### config.mk
export PLATFORM = sky130hd
export DESIGN_NAME = store_writer
export DESIGN_NICKNAME = d
export VERILOG_FILES = /design/src/rtl/mem_pkg.sv /design/src/rtl/store_writer.sv
export SDC_FILE = /design/constraint.sdc
export NUM_CORES = 1
export LEC_CHECK = 0
export CELL_PAD_IN_SITES_DETAIL_PLACEMENT = 1
export CELL_PAD_IN_SITES_GLOBAL_PLACEMENT = 1
export CORE_MARGIN = 3
export CORE_UTILIZATION = 30
export CTS_CLUSTER_SIZE = 40
export DETAILED_ROUTE_END_ITERATION = 6
export HOLD_SLACK_MARGIN = 0.02
export PLACE_DENSITY = 0.68
export SLEW_MARGIN = 15
export SYNTH_ARGS = -nofsm -noshare
export SYNTH_HDL_FRONTEND = slang
export SYNTH_SLANG_ARGS = --single-unit
### constraint.sdc
create_clock -name clk -period 6.77 [get_ports clk]
set_input_delay 1.0155 -clock clk [delete_from_list [all_inputs] [get_ports clk]]
set_output_delay 1.0155 -clock clk [all_outputs]
set_load 0.01 [all_outputs]
### src/rtl/mem_pkg.sv
// mem_pkg: shared load/store op codes, store-engine state encoding and byte-count helper.
package mem_pkg;
    localparam logic [2:0] LB  = 3'b000;
    localparam logic [2:0] LH  = 3'b001;
    localparam logic [2:0] LW  = 3'b010;
    localparam logic [2:0] LBU = 3'b100;
    localparam logic [2:0] LHU = 3'b101;
    localparam logic [2:0] SB  = 3'b000;
    localparam logic [2:0] SH  = 3'b001;
    localparam logic [2:0] SW  = 3'b010;

    // BYTE0..BYTE3 sit on adjacent bits so a left shift advances to the next byte
    typedef enum logic [5:0] {
        S_IDLE  = 6'b000001,
        S_BYTE0 = 6'b000010,
        S_BYTE1 = 6'b000100,
        S_BYTE2 = 6'b001000,
        S_BYTE3 = 6'b010000,
        S_DONE  = 6'b100000
    } state_t;

    // zero marks an illegal store op
    function automatic logic [2:0] byte_count(logic [2:0] op);
        return op == SB ? 3'd1 : op == SH ? 3'd2 : op == SW ? 3'd4 : 3'd0;
    endfunction
endpackage

### src/rtl/store_writer.sv
// store_writer: byte-serial little-endian store engine driving a byte-wide data RAM.
module store_writer
    import mem_pkg::*;
#(
    parameter int ADDR_W = 16
) (
    input  logic              clk,
    input  logic              rst,
    input  logic              ram_en,
    input  logic              we,
    input  logic [2:0]        mem_op,
    input  logic [31:0]       addr,
    input  logic [31:0]       wdata,
    output logic [ADDR_W-1:0] ram_addr,
    output logic [7:0]        ram_wdata,
    output logic              ram_w_en,
    output logic              ram_w_ready,
    output logic              ram_w_err,
    output logic              busy
);
    state_t            state;
    logic [ADDR_W-1:0] base;
    logic [31:0]       data;
    logic [2:0]        cnt;
    logic              err;
    logic [1:0]        k;
    logic [1:0]        kn;
    logic              last;
    logic [2:0]        req_cnt;
    logic              unused_addr;

    assign unused_addr = ^addr[31:ADDR_W];
    assign req_cnt = byte_count(mem_op);

    always_comb begin
        k = state == S_BYTE1 ? 2'd1 : state == S_BYTE2 ? 2'd2 : state == S_BYTE3 ? 2'd3 : 2'd0;
        kn = k + 2'd1;
        last = ({1'b0, k} + 3'd1) == cnt;
    end

    // outputs are computed for the state being entered, so they line up with it
    always_ff @(posedge clk or posedge rst) begin
        if (rst) begin
            state <= S_IDLE;
            base <= '0;
            data <= '0;
            cnt <= '0;
            err <= 1'b0;
            ram_addr <= '0;
            ram_wdata <= '0;
            ram_w_en <= 1'b0;
            ram_w_ready <= 1'b0;
            ram_w_err <= 1'b0;
            busy <= 1'b0;
        end else begin
            ram_addr <= '0;
            ram_wdata <= '0;
            ram_w_en <= 1'b0;
            ram_w_ready <= 1'b0;
            ram_w_err <= 1'b0;
            case (state)
                S_IDLE: if (we && ram_en) begin
                    base <= addr[ADDR_W-1:0];
                    data <= wdata;
                    cnt <= req_cnt;
                    err <= req_cnt == 3'd0;
                    busy <= 1'b1;
                    if (req_cnt == 3'd0) begin
                        state <= S_DONE;
                        ram_w_ready <= 1'b1;
                        ram_w_err <= 1'b1;
                    end else begin
                        state <= S_BYTE0;
                        ram_w_en <= 1'b1;
                        ram_addr <= addr[ADDR_W-1:0];
                        ram_wdata <= wdata[7:0];
                    end
                end
                S_BYTE0, S_BYTE1, S_BYTE2, S_BYTE3: if (last) begin
                    state <= S_DONE;
                    ram_w_ready <= 1'b1;
                    ram_w_err <= err;
                end else begin
                    state <= state_t'(state << 1);
                    ram_w_en <= 1'b1;
                    ram_addr <= base + ADDR_W'(kn);
                    ram_wdata <= data[{kn, 3'b000} +: 8];
                end
                default: begin
                    state <= S_IDLE;
                    busy <= 1'b0;
                end
            endcase
        end
    end
endmodule

==> results.py <==
metrics = {
    "worst_setup_path": {
        "cp_top_family": "simple AND/OR/NAND/NOR gates",
        "arrival_ns": 3.88,
        "worstSetupPathType": "register to register",
        "crit_path_max_incr_delay_ns": 0.52,
        "required_ns": 7.02,
        "crit_buf_inv": 2,
        "critPathLaunchType": "register",
        "crit_top_cell": "inv_1",
        "cp-end-kind": "register",
        "cp_slowest_cell": "ha_1",
        "worstPathCellList": "or3_1, or3_4, inv_1, ha_1, inv_1, fa_1, nor3_1, nand2_1, xor2_1, o21ai_0",
        "path_max_fanout": 11,
    },
    "timing": {
        "final_max_slew_viol_count": 0,
        "fin_crit_sh": 0.537,
        "finalHoldViolCount": 0,
        "setup_viol": 0,
        "fmax_ghz": 0.275,
        "setup_tns_ns": 0,
        "fin_crit_ns": 3.64,
        "fin_worst_skew_ns": 0.00560,
        "worstMarginPinSlew_ns": 0.773,
        "rsz0062_at_grt": "no",
        "maxSlewHeadroom": 0.485,
    },
    "clock_network": {
        "cts_sinks": 86,
        "path_clk_slew_ns": 0.07,
        "cts_made_buffers": 9,
        "cts_setup_buffers": 0,
        "root_buffer": "clkbuf_16",
        "clk-insertion-delay-late_ns": 0.33,
        "tritoncts": "built",
        "ctsHoldBuffers": 0,
        "ctsLongestPathBuffers": 2,
        "h-tree-depth": 3,
        "post_cts_resized": 0,
    },
    "min_path": {
        "min_path_type": "register to register",
    },
    "placed_design": {
        "dp_cells": 630,
        "dp_hpwl_mm": 6.66,
        "numPortBuffers": 82,
        "place_area_um2": 4800,
        "place.gp.congestion": 0.777,
    },
    "synthesis": {
        "ys_seq_area_frac": 0.564,
        "syn_avg_cell_area_um2": 9.66,
        "syn_inst": 395,
        "mappedNetlistNets": 470,
        "synth_edf_count": 0,
        "synthTopCellsByArea": "dfrtp_1 56%, nand2_1 17%, mux4_2 4.7%",
        "synth_common_cells": "169 x nand2_1, 85 x dfrtp_1, 16 x o21ai_0, 13 x clkbuf_1, 12 x xor2_1",
        "synthFlopType": "dfrtp_1",
        "synthMostInstantiatedCell": "nand2_1",
        "ys_ff_latch": 86,
        "synthArstFlopShare": 1.00,
        "yosysWarnings": 0,
        "syn_area_um2": 3820,
        "ys_types": 42,
        "synth_top_cell_area_share": 0.557,
        "synth_top_area_cell": "dfrtp_1",
    },
    "cells_and_area": {
        "antenna_cells": 0,
        "finalNetCount": 549,
        "fin_util": 0.419,
        "area_growth_syn_to_layout_pct": 34.0,
        "drive_gt1_frac": 0.0752,
        "post-route-cell-area_um2": 5110,
        "instances_no_fill": 647,
        "fill_cells": 1411,
    },
    "floorplanning": {
        "rows": 40,
        "ios": 99,
        "fp.coreArea_um2": 12200,
        "die_y_um": 119,
        "die_area_um2": 14100,
        "die_width_um": 119,
        "start_util": 0.313,
    },
    "grt": {
        "use_met3": 0.0215,
        "grt_max_degree": 87,
        "grt_busiest_layer": "met2",
        "grt_pass1_vias": 3188,
        "use_met1": 0.193,
        "antenna_found_initial": 0,
        "gr-usage-met2": 0.249,
        "track_usage": 0.148,
        "grt_overflow_total": 0,
        "grt_pass1_wl_mm": 16.6,
    },
    "power_and_ir_drop": {
        "ir_worst_vdd_uv": 137,
        "p_leak_nw": 2.33,
        "power_density_nw_per_um2": 306,
    },
    "routing": {
        "viasPerCell": 4.58,
        "route.detailed.drc": 0,
        "drt_iter0_drc": 108,
        "first_pass_iters": 4,
        "wl_mm": 9.89,
        "ant_nets": 0,
        "dr_total_vias": 2963,
        "detail_route.wl_per_cell_um": 15.3,
    },
    "run_status": {
        "status": "finished, final reports clean",
    },
    "run": {
        "drv_cap": 0,
    },
}
[stage by stage]
| stage | hold slack [ns] | power [mW] | worst slack, ns |
|---|---|---|---|
| 2_1_floorplan | 0.440 | 0.945 | 3.53 |
| 3_3_place_gp | 0.455 | 1.06 | 3.25 |
| 3_5_place_dp | 0.461 | 1.08 | 3.16 |
| 4_1_cts | 0.479 | 1.59 | 3.10 |
| 5_1_grt | 0.509 | 1.67 | 2.89 |
| 6_report | 0.471 | 1.57 | 3.13 |
[worst paths after layout]
kind	cells after the start	slack, ns	startpoint	end
hold / removal	2	0.47	data[26]	data[26]
min in group asynchronous	3	1.22	rst	cnt[2]
setup / recovery	10	3.13	state[0]	ram_addr[10]
max in group asynchronous	3	5.03	rst	ram_wdata[5]
setup reg to reg	10	3.13	state[0]	ram_addr[10]
hold reg to reg	2	0.47	data[26]	data[26]
[registers in the layout (all words and copies together) (netlist names)]
name         cells
state            6
ram_w_ready      1
err              1
ram_w_en         1
cnt              3
ram_addr        16
base            16
busy             1
ram_w_err        1
data            32
ram_wdata        8
[cells in the final DEF, fill, tap and decap left out, types with 2 or more instances in the layout]
| master | synthesis | final |
|---|---|---|
| inv_1 | 8 | 7 |
| clkdlybuf4s50_1 | 0 | 82 |
| and3_1 | 2 | 2 |
| nand2_1 | 169 | 169 |
| xnor2_1 | 7 | 7 |
| buf_6 | 1 | 2 |
| dfrtp_1 | 85 | 85 |
| clkbuf_16 | 0 | 9 |
| o21ai_0 | 16 | 16 |
| o41ai_1 | 2 | 2 |
| a22o_1 | 9 | 9 |
| ha_1 | 3 | 3 |
| clkinvlp_4 | 0 | 4 |
| clkinv_2 | 0 | 2 |
| nor3_1 | 3 | 3 |
| mux4_2 | 8 | 8 |
| and2_1 | 3 | 3 |
| buf_4 | 0 | 3 |
| nor2_1 | 10 | 10 |
| nand4_1 | 3 | 3 |
| nand2b_1 | 2 | 2 |
| nand3_1 | 6 | 6 |
| o21ai_1 | 2 | 2 |
| xor2_1 | 12 | 12 |
| a21oi_1 | 6 | 6 |
[layout make-up]
class | count | area, um2 | share of cell area
Clock inverter | 7 | 73.8 | 0.0144
Multi-Input combinational cell | 282 | 1550 | 0.304
Inverter | 8 | 31.3 | 0.00612
Timing Repair Buffer | 87 | 866 | 0.169
Sequential cell | 86 | 2150 | 0.421
Tap cell | 168 | 210 | 0.0411
Clock buffer | 9 | 225 | 0.0440
[worst register-to-register path, cell delays in order, from the launching register on]
cell and delay, ns:
dfstp_2 0.39, or3_1 0.40, or3_4 0.51, inv_1 0.11
ha_1 0.52, inv_1 0.15, fa_1 0.51, nor3_1 0.51
nand2_1 0.14, xor2_1 0.15, o21ai_0 0.16
[routing by layer]
metal | vias up | wire length (um)
li1 | 1444 | -
met1 | 1465 | 4590
met2 | 42 | 4880
met3 | 12 | 252
met4 | 0 | 163
met5 | - | 0
[power breakdown]
part	switching, mW	internal, mW
registers	0.0913	0.645
logic	0.165	0.167
clock network	0.210	0.286
[cells by family (layout without fill, tap and decap cells)]
family / Yosys count / count (layout) / synth area share
xor+xnor: 19 / 19 / 0.0436
compound gates: 43 / 43 / 0.0735
flops: 86 / 86 / 0.564
mux: 8 / 8 / 0.0472
simple gates: 208 / 208 / 0.226
buf+inv: 27 / 111 / 0.0302
fa+ha+maj: 4 / 4 / 0.0151
Power figures use the tool's default switching activity.
